$ cat src/rtl/proc_pkg.sv
// Shared widths, opcode/timestep encodings and IR field positions for the processor control path.
package proc_pkg;

  localparam int unsigned DATA_W = 10;
  localparam int unsigned NREG   = 4;
  localparam int unsigned REG_W  = $clog2(NREG);

  localparam int unsigned OP_LSB = 8;
  localparam int unsigned RX_LSB = 6;
  localparam int unsigned RY_LSB = 4;

  typedef enum logic [1:0] {
    OP_LOAD = 2'b00,
    OP_MOV  = 2'b01,
    OP_ADD  = 2'b10,
    OP_SUB  = 2'b11
  } op_e;

  typedef enum logic [1:0] {
    T0 = 2'd0,
    T1 = 2'd1,
    T2 = 2'd2,
    T3 = 2'd3
  } tstep_e;

  function automatic logic [NREG-1:0] reg_sel(input logic [REG_W-1:0] r);
    logic [NREG-1:0] sel;
    sel    = '0;
    sel[r] = 1'b1;
    return sel;
  endfunction

endpackage

$ cat src/rtl/rise_detect.sv
// Single-cycle rising-edge pulse from a synchronised level input.
module rise_detect (
  input  logic CLK,
  input  logic RST,
  input  logic in_i,
  output logic pulse_o
);

  logic prev_q;

  always_ff @(posedge CLK or posedge RST) begin
    if (RST) begin
      prev_q <= 1'b0;
    end else begin
      prev_q <= in_i;
    end
  end

  assign pulse_o = in_i & ~prev_q;

endmodule

$ cat src/rtl/proc_control_unit.sv
// Timestep sequencer and strobe decoder for the four-register datapath.
// Optional manual stepping of T1..T3 is enabled by defining PROC_STEP_MODE_EN.
module proc_control_unit
  import proc_pkg::*;
(
  input  logic              CLK,
  input  logic              RST,
  input  logic              EXEC,
`ifdef PROC_STEP_MODE_EN
  input  logic              STEP,
`endif
  input  logic [DATA_W-1:0] INSTR,
  output logic [NREG-1:0]   RIN,
  output logic [NREG-1:0]   ROUT,
  output logic              DIN_OUT,
  output logic              AIN,
  output logic              GIN,
  output logic              GOUT,
  output logic              ADDSUB,
  output logic [1:0]        TIME,
  output logic              BUSY,
  output logic              DONE,
  output logic              DONE_HOLD
);

  tstep_e            time_q;
  logic [DATA_W-1:0] ir_q;
  logic              done_hold_q;
  logic              exec_pulse;
  logic              advance;
  op_e               op;
  logic [REG_W-1:0]  rx;
  logic [REG_W-1:0]  ry;
  logic              unused_ir_lsb;

  rise_detect u_exec_rise (
    .CLK     (CLK),
    .RST     (RST),
    .in_i    (EXEC),
    .pulse_o (exec_pulse)
  );

`ifdef PROC_STEP_MODE_EN
  logic step_pulse;

  rise_detect u_step_rise (
    .CLK     (CLK),
    .RST     (RST),
    .in_i    (STEP),
    .pulse_o (step_pulse)
  );

  assign advance = step_pulse;
`else
  assign advance = 1'b1;
`endif

  assign op            = op_e'(ir_q[OP_LSB +: 2]);
  assign rx            = ir_q[RX_LSB +: REG_W];
  assign ry            = ir_q[RY_LSB +: REG_W];
  assign unused_ir_lsb = ^ir_q[RY_LSB-1:0];

  // EXEC edges outside T0 fall through unhandled, so they are dropped rather than queued.
  always_ff @(posedge CLK or posedge RST) begin
    if (RST) begin
      time_q      <= T0;
      ir_q        <= '0;
      done_hold_q <= 1'b0;
    end else begin
      unique case (time_q)
        T0: begin
          if (exec_pulse) begin
            ir_q        <= INSTR;
            time_q      <= T1;
            done_hold_q <= 1'b0;
          end
        end
        T1: begin
          if (advance) begin
            if (op == OP_ADD || op == OP_SUB) begin
              time_q <= T2;
            end else begin
              time_q      <= T0;
              done_hold_q <= 1'b1;
            end
          end
        end
        T2: begin
          if (advance) begin
            time_q <= T3;
          end
        end
        T3: begin
          if (advance) begin
            time_q      <= T0;
            done_hold_q <= 1'b1;
          end
        end
        default: time_q <= T0;
      endcase
    end
  end

  // Strobes come only from registered state, so reset clears them without waiting for a clock.
  always_comb begin
    RIN     = '0;
    ROUT    = '0;
    DIN_OUT = 1'b0;
    AIN     = 1'b0;
    GIN     = 1'b0;
    GOUT    = 1'b0;
    ADDSUB  = 1'b0;
    DONE    = 1'b0;
    unique case (time_q)
      T1: begin
        unique case (op)
          OP_LOAD: begin
            DIN_OUT = 1'b1;
            RIN     = reg_sel(rx);
            DONE    = 1'b1;
          end
          OP_MOV: begin
            ROUT = reg_sel(ry);
            RIN  = reg_sel(rx);
            DONE = 1'b1;
          end
          OP_ADD, OP_SUB: begin
            ROUT = reg_sel(rx);
            AIN  = 1'b1;
          end
          default: ;
        endcase
      end
      T2: begin
        if (op == OP_ADD || op == OP_SUB) begin
          ROUT   = reg_sel(ry);
          GIN    = 1'b1;
          ADDSUB = ir_q[OP_LSB];
        end
      end
      T3: begin
        if (op == OP_ADD || op == OP_SUB) begin
          GOUT = 1'b1;
          RIN  = reg_sel(rx);
          DONE = 1'b1;
        end
      end
      default: ;
    endcase
  end

  assign TIME      = time_q;
  assign BUSY      = (time_q != T0);
  assign DONE_HOLD = done_hold_q;

endmodule

$ cat config.mk
export PLATFORM = sky130hd
export DESIGN_NAME = proc_control_unit
export DESIGN_NICKNAME = d
export VERILOG_FILES = /design/src/rtl/proc_pkg.sv /design/src/rtl/rise_detect.sv /design/src/rtl/proc_control_unit.sv
export SDC_FILE = /design/constraint.sdc
export NUM_CORES = 1
export LEC_CHECK = 0
export ABC_CLOCK_PERIOD_IN_PS = 1690
export CELL_PAD_IN_SITES_DETAIL_PLACEMENT = 0
export CELL_PAD_IN_SITES_GLOBAL_PLACEMENT = 1
export CORE_UTILIZATION = 26
export DETAILED_ROUTE_END_ITERATION = 7
export GPL_TIMING_DRIVEN = 0
export PLACE_DENSITY = 0.77
export SLEW_MARGIN = 5
export SYNTH_ARGS = -nofsm -noshare
export SYNTH_HDL_FRONTEND = slang
export SYNTH_SLANG_ARGS = --single-unit
$ cat constraint.sdc
create_clock -name CLK -period 1.69 [get_ports CLK]
set_clock_uncertainty 0.1 [all_clocks]
set_input_delay 0.338 -clock CLK [delete_from_list [all_inputs] [get_ports CLK]]
set_output_delay 0.338 -clock CLK [all_outputs]
set_load 0.005 [all_outputs]
======== Word-level counts from Yosys, hierarchy flattened ========
Index checks and enable logic that the tools add are counted.
storage, ports and cells
  output and inout bits ................... 18
  register bits after elaboration ......... 14
operators by class
  bitwise logic cells ..................... 2
  magnitude comparators ................... 4
  reductions and logical operators ........ 11
  equality and inequality tests ........... 8
  multiplexer cells ....................... 27
operators with widths
  kind                  count
  $pmux W4 S2           3
  $mux W1               14
  $mux W4               3
  $eq A2 B2 Y1 const B  4
  $pmux W2 S4           1
  $lt A2 B3 Y1 const B  2
  $demux W1 S2          2
  $eq A2 B1 Y1 const B  2
  $ge A2 B1 Y1 const B  2
  $logic_not A2 Y1      2
  $mux W2               2
  $ne A2 B2 Y1 const B  2
  $reduce_or A2 Y1      2
  $pmux W1 S3           1
  $reduce_and A3 Y1     1
  $reduce_bool A3 Y1    1
  $logic_and A1 B1 Y1   2
  $pmux W1 S2           1
  $reduce_and A2 Y1     1
  $reduce_bool A2 Y1    1
  $and A1 B1 Y1         1
  $logic_or A1 B1 Y1    1
  $not A1 Y1            1

======== Longest topological paths before layout ========
  depth after elaboration ................. 6
  gate-level depth with buffers ........... 7
  depth with buffers taken out ............ 7

======== Hierarchy ========
From an unflattened synthesis, not the netlist that was laid out.
unflattened totals
  cell total of the unflattened synthesis .. 67
  area total of the unflattened synthesis .. 656.9 sq um
modules (own cells, without submodules)
  module             cells an instance  instances  area an instance (sq um)
  proc_control_unit  64                 1          614.3
  rise_detect        3                  1          42.5

======== Least setup slack after synthesis ========
No wires, ideal clock.
  kind .................................... reg-to-output
  start point ............................. register (tool-made name)
  end point ............................... output ROUT[0]
  path buffers ............................ 0
  path slack .............................. -0.036 ns
  arrival time ............................ 1.288 ns
  required time ........................... 1.252 ns
  stages on the path, launching flop included .. 6
  cells stage by stage .................... dfrtp_1 -> inv_1 -> ha_1 -> nor2b_1 -> a21oi_1 -> o41ai_1
RTL lines
  what           line                     RTL
  end, declared  proc_control_unit.sv:14  output logic [NREG-1:0] ROUT,

==> results.yml <==
run_status:
  run_status: "finished with violations"
  violations: "negative setup slack"
power:
  power.sequential.fraction_pct: 23.3
  cellInternalPower_uw: 1270
  fraction_of_power_consumed_by_the_clock_network_pct: 7.5
  p_comb_share_pct: 69.2
  power.density_cell_area_nw_per_um2: 1750
  peakVddDrop_uv: 814
  power_consumption_uw: 2150
  power.leakage_uw: 0.000635
  switching_share_pct: 40.9
  net_switching_component_of_the_power_uw: 878
timing:
  layout_setup_ws_ns: -0.456
  timing.slew.headroom_pct: 73.6
  rsz0062_at_grt: "yes"
  totalNegativeSetupSlack_ns: -4.60
  finalSetupViolCount: 20
  final-max-slew-violation-count: 0
  final_min_period_over_clock_period_pct: 127
  achievable-frequency_ghz: 0.466
  layout_min_cycle_time_ns: 2.15
  timing_worst_slew_pin_value_ns: 0.396
  final-hold-violation-count: 0
routing:
  wire_length_per_cell_um: 13.4
  drt-initial-drc-count: 3
  count_of_vias_placed_by_the_detailed_router: 642
  antenna_violating_nets_post_route: 0
  via_per_inst: 4.65
  finalWirelength_mm: 1.85
  drt-pass1-iter-count: 4
  detail_route.drc_violations: 0
final_layout:
  final_nets: 129
  antenna-diode-count: 0
  area_delta_synth_final_pct: 80.2
  post_route_cells_drive_above_1_share_pct: 56.5
  layoutNonFillerInstCount: 138
clocking:
  tritoncts: "built"
  cts_num_sinks: 10
  htreeDepth: 1
  clock_slew_seen_by_the_registers_of_the_worst_setup_and_hold_paths_ns: 0.06
  ctsLongestPathBuffers: 2
  cts_hold_repair.buffers: 0
  clk-insertion-delay-late_ns: 0.27
  clock-root-buffer: "sky130_fd_sc_hd__clkbuf_4"
  cts_buffers: 3
placed_design:
  globalplace.congestion: 0.713
  preCtsSetupSlack_ns: -0.708
  dpl.hpwl_mm: 1.19
  port-buffer-count: 26
  placed_cells: 122
floorplan:
  chipWidth_um: 53.2
  rows: 18
  num_io_pins: 31
  die-height_um: 53.2
  core_region_area_sq_um: 2480
  floorplan.initialDensity_pct: 27.5
  die_area_sq_um: 2830
setup_path:
  timing.critical_path.arrival_ns: 1.71
  setup.worst_path.class: "reg -> out"
  r2r.worst_path.cells: 8
  cp_max_fanout: 4
  critical_path.reg2reg.endpoint: "ir_q[4]$_DFFE_PP0P_"
  critical_path_required_ns: 1.25
  type_of_destination_of_the_critical_path: "output port"
  rrSetupSlack_ns: -0.11
  setup.worst_path.start_class: "flip-flop"
  critical_path.reg2reg.startpoint: "TIME[0]$_DFFE_PP0P_"
grt:
  grt_remaining_overflow: 0
  layer_with_the_highest_usage: "met2"
  grt_use_met1_pct: 17.1
  globalRouteMet2Util_pct: 25.2
  grt_first_pass_wirelength_mm: 2.85
  antenna_found_initial: 0
  met3_usage_pct: 2.01
  grt_start_max_net_pins: 11
  first_global_vias: 623
  grt_util_all_layers_pct: 14.4
logic_synthesis:
  synth-seq-cells: 10
  synth_top_family_by_area: "simple AND/OR/NAND/NOR gates"
  synth-xor-area-share_pct: 0
  yosysWarningCount: 0
  synthesis.instances: 66
  yosys-mux-area-fraction_pct: 16.3
  synthesis.area_per_instance_sq_um: 10.3
  post_synthesis_share_of_cell_area_spent_on_full_adders_half_adders_and_majority_gates_pct: 11.0
  syn_nets: 85
  synth_area_sq_um: 682
  synthDistinctLibCells: 28
  yosys.area_share.simple_pct: 20.0
  synth_sequential_area_ratio_pct: 36.7
  synth-compound-area-share_pct: 8.62
run:
  timing.max_cap.violations: 0
worst_hold_path:
  worst_hold_path_type: "in -> async"
-- routing by layer --
| layer | part of all wire (%) | up-vias |
|---|---|---|
| met5 | 0 | - |
| met4 | 1.1 | 0 |
| met3 | 4.9 | 2 |
| met2 | 49 | 22 |
| met1 | 45 | 304 |
| li1 | - | 314 |
-- critical path, cell delays in order (launching register included) --
cell and delay (ns):
sky130_fd_sc_hd__dfrtp_2 0.43, sky130_fd_sc_hd__inv_2 0.10, sky130_fd_sc_hd__ha_4 0.14, sky130_fd_sc_hd__nor2b_4 0.17, sky130_fd_sc_hd__buf_6 0.12, sky130_fd_sc_hd__a21oi_4 0.08
sky130_fd_sc_hd__o41ai_2 0.23, sky130_fd_sc_hd__buf_2 0.17
-- sequential cells by signal, indices dropped and copies added (netlist names), named ones only --
name	count
DONE_HOLD	1
u_exec_rise.prev_q	1
ir_q	6
TIME	1
-- synth_stat cells --
library cell / number / area (sq um)
sky130_fd_sc_hd__dfrtp_1: 10 / 250
sky130_fd_sc_hd__ha_1: 6 / 75.1
sky130_fd_sc_hd__inv_1: 6 / 22.5
sky130_fd_sc_hd__mux2_4: 6 / 90.1
sky130_fd_sc_hd__nor2_1: 4 / 15.0
sky130_fd_sc_hd__and2_1: 3 / 18.8
sky130_fd_sc_hd__nand2_1: 3 / 11.3
sky130_fd_sc_hd__a21oi_1: 2 / 10.0
sky130_fd_sc_hd__and3_1: 2 / 12.5
sky130_fd_sc_hd__nand4b_1: 2 / 17.5
sky130_fd_sc_hd__nor2b_1: 2 / 12.5
sky130_fd_sc_hd__nor3_1: 2 / 10.0
sky130_fd_sc_hd__o31ai_1: 2 / 15.0
sky130_fd_sc_hd__o41ai_1: 2 / 17.5
sky130_fd_sc_hd__a211oi_1: 1 / 7.51
sky130_fd_sc_hd__a2bb2oi_1: 1 / 8.76
sky130_fd_sc_hd__buf_1: 1 / 3.75
sky130_fd_sc_hd__buf_2: 1 / 5.00
sky130_fd_sc_hd__buf_6: 1 / 11.3
sky130_fd_sc_hd__clkbuf_1: 1 / 3.75
sky130_fd_sc_hd__inv_2: 1 / 3.75
sky130_fd_sc_hd__mux2_2: 1 / 11.3
sky130_fd_sc_hd__mux2i_1: 1 / 10.0
sky130_fd_sc_hd__nand2b_4: 1 / 13.8
sky130_fd_sc_hd__nand3_1: 1 / 5.00
sky130_fd_sc_hd__nand4_1: 1 / 6.26
sky130_fd_sc_hd__nor3b_1: 1 / 7.51
sky130_fd_sc_hd__or2_1: 1 / 6.26
-- through the flow --
step / area [sq um] / hold slack [ns] / utilization, %
after floorplan: 682 / 0.0782 / -
after global placement: 980 / 0.443 / 39.5
after detailed placement: 980 / 0.454 / 39.5
after CTS: 1130 / 0.253 / 45.7
after global routing: 1230 / 0.296 / 49.6
final: 1230 / 0.239 / 49.6
-- cell usage in the layout (no fill, tap or decap), types with 2 or more instances in the layout --
cell type and instances:
sky130_fd_sc_hd__clkdlybuf4s50_1 10, sky130_fd_sc_hd__buf_4 9, sky130_fd_sc_hd__dfrtp_1 8, sky130_fd_sc_hd__buf_2 8
sky130_fd_sc_hd__buf_6 7, sky130_fd_sc_hd__mux2_4 6, sky130_fd_sc_hd__ha_4 4, sky130_fd_sc_hd__dlygate4sd2_1 4
sky130_fd_sc_hd__inv_2 3, sky130_fd_sc_hd__and2_4 3, sky130_fd_sc_hd__nor2_1 3, sky130_fd_sc_hd__clkbuf_4 3
sky130_fd_sc_hd__dfrtp_2 2, sky130_fd_sc_hd__nand2_1 2, sky130_fd_sc_hd__nand4b_1 2, sky130_fd_sc_hd__o31ai_2 2
sky130_fd_sc_hd__inv_1 2, sky130_fd_sc_hd__and3_1 2, sky130_fd_sc_hd__ha_1 2, sky130_fd_sc_hd__dlymetal6s2s_1 2
sky130_fd_sc_hd__clkbuf_2 2
-- how the worst max path moves through the flow --
| stage | start | end | slack [ns] | cells past startpoint |
|---|---|---|---|---|
| after floorplan | flip-flop | ROUT[0] | -0.03 | 5 |
| after global placement | flip-flop | ROUT[1] | -0.69 | 6 |
| after detailed placement | flip-flop | ROUT[0] | -0.71 | 6 |
| after CTS | flip-flop | ROUT[2] | -0.42 | 7 |
| after global routing | flip-flop | ROUT[0] | -0.53 | 7 |
| final | flip-flop | ROUT[1] | -0.46 | 7 |
-- power groups by stage --
stage          sequential, uW  combinational (uW)  clock, uW
5_1_grt                   522                1620        183
6_report                  501                1490        161
4_1_cts                   466                1240        161
2_1_floorplan             425                 593          0
3_5_place_dp              452                 995          0
3_3_place_gp              446                 964          0
-- cells by family after synthesis --
kind of cell    count (synthesis)
mux                             8
buf+inv                        11
fa+ha+maj                       6
compound gates                  8
simple gates                   23
flops                          10
-- cell type report --
cell class,count,area (sq um)
Clock buffer,3,22.5
Tap cell,30,37.5
Timing Repair Buffer,40,340
Fill cell,244,1250
Multi-Input combinational cell,45,519
Buffer,3,20.0
Sequential cell,10,253
Inverter,7,36.3
-- repair_timing --
item / 4_1_cts / 5_1_grt
buffers inserted: 9 / 6
setup endpoints to repair: 22 / 22
pin swaps: 3 / 6
resized for setup: 53 / 31
gates cloned: 0 / 0
No activity file was read; power rests on OpenSTA's default activity.
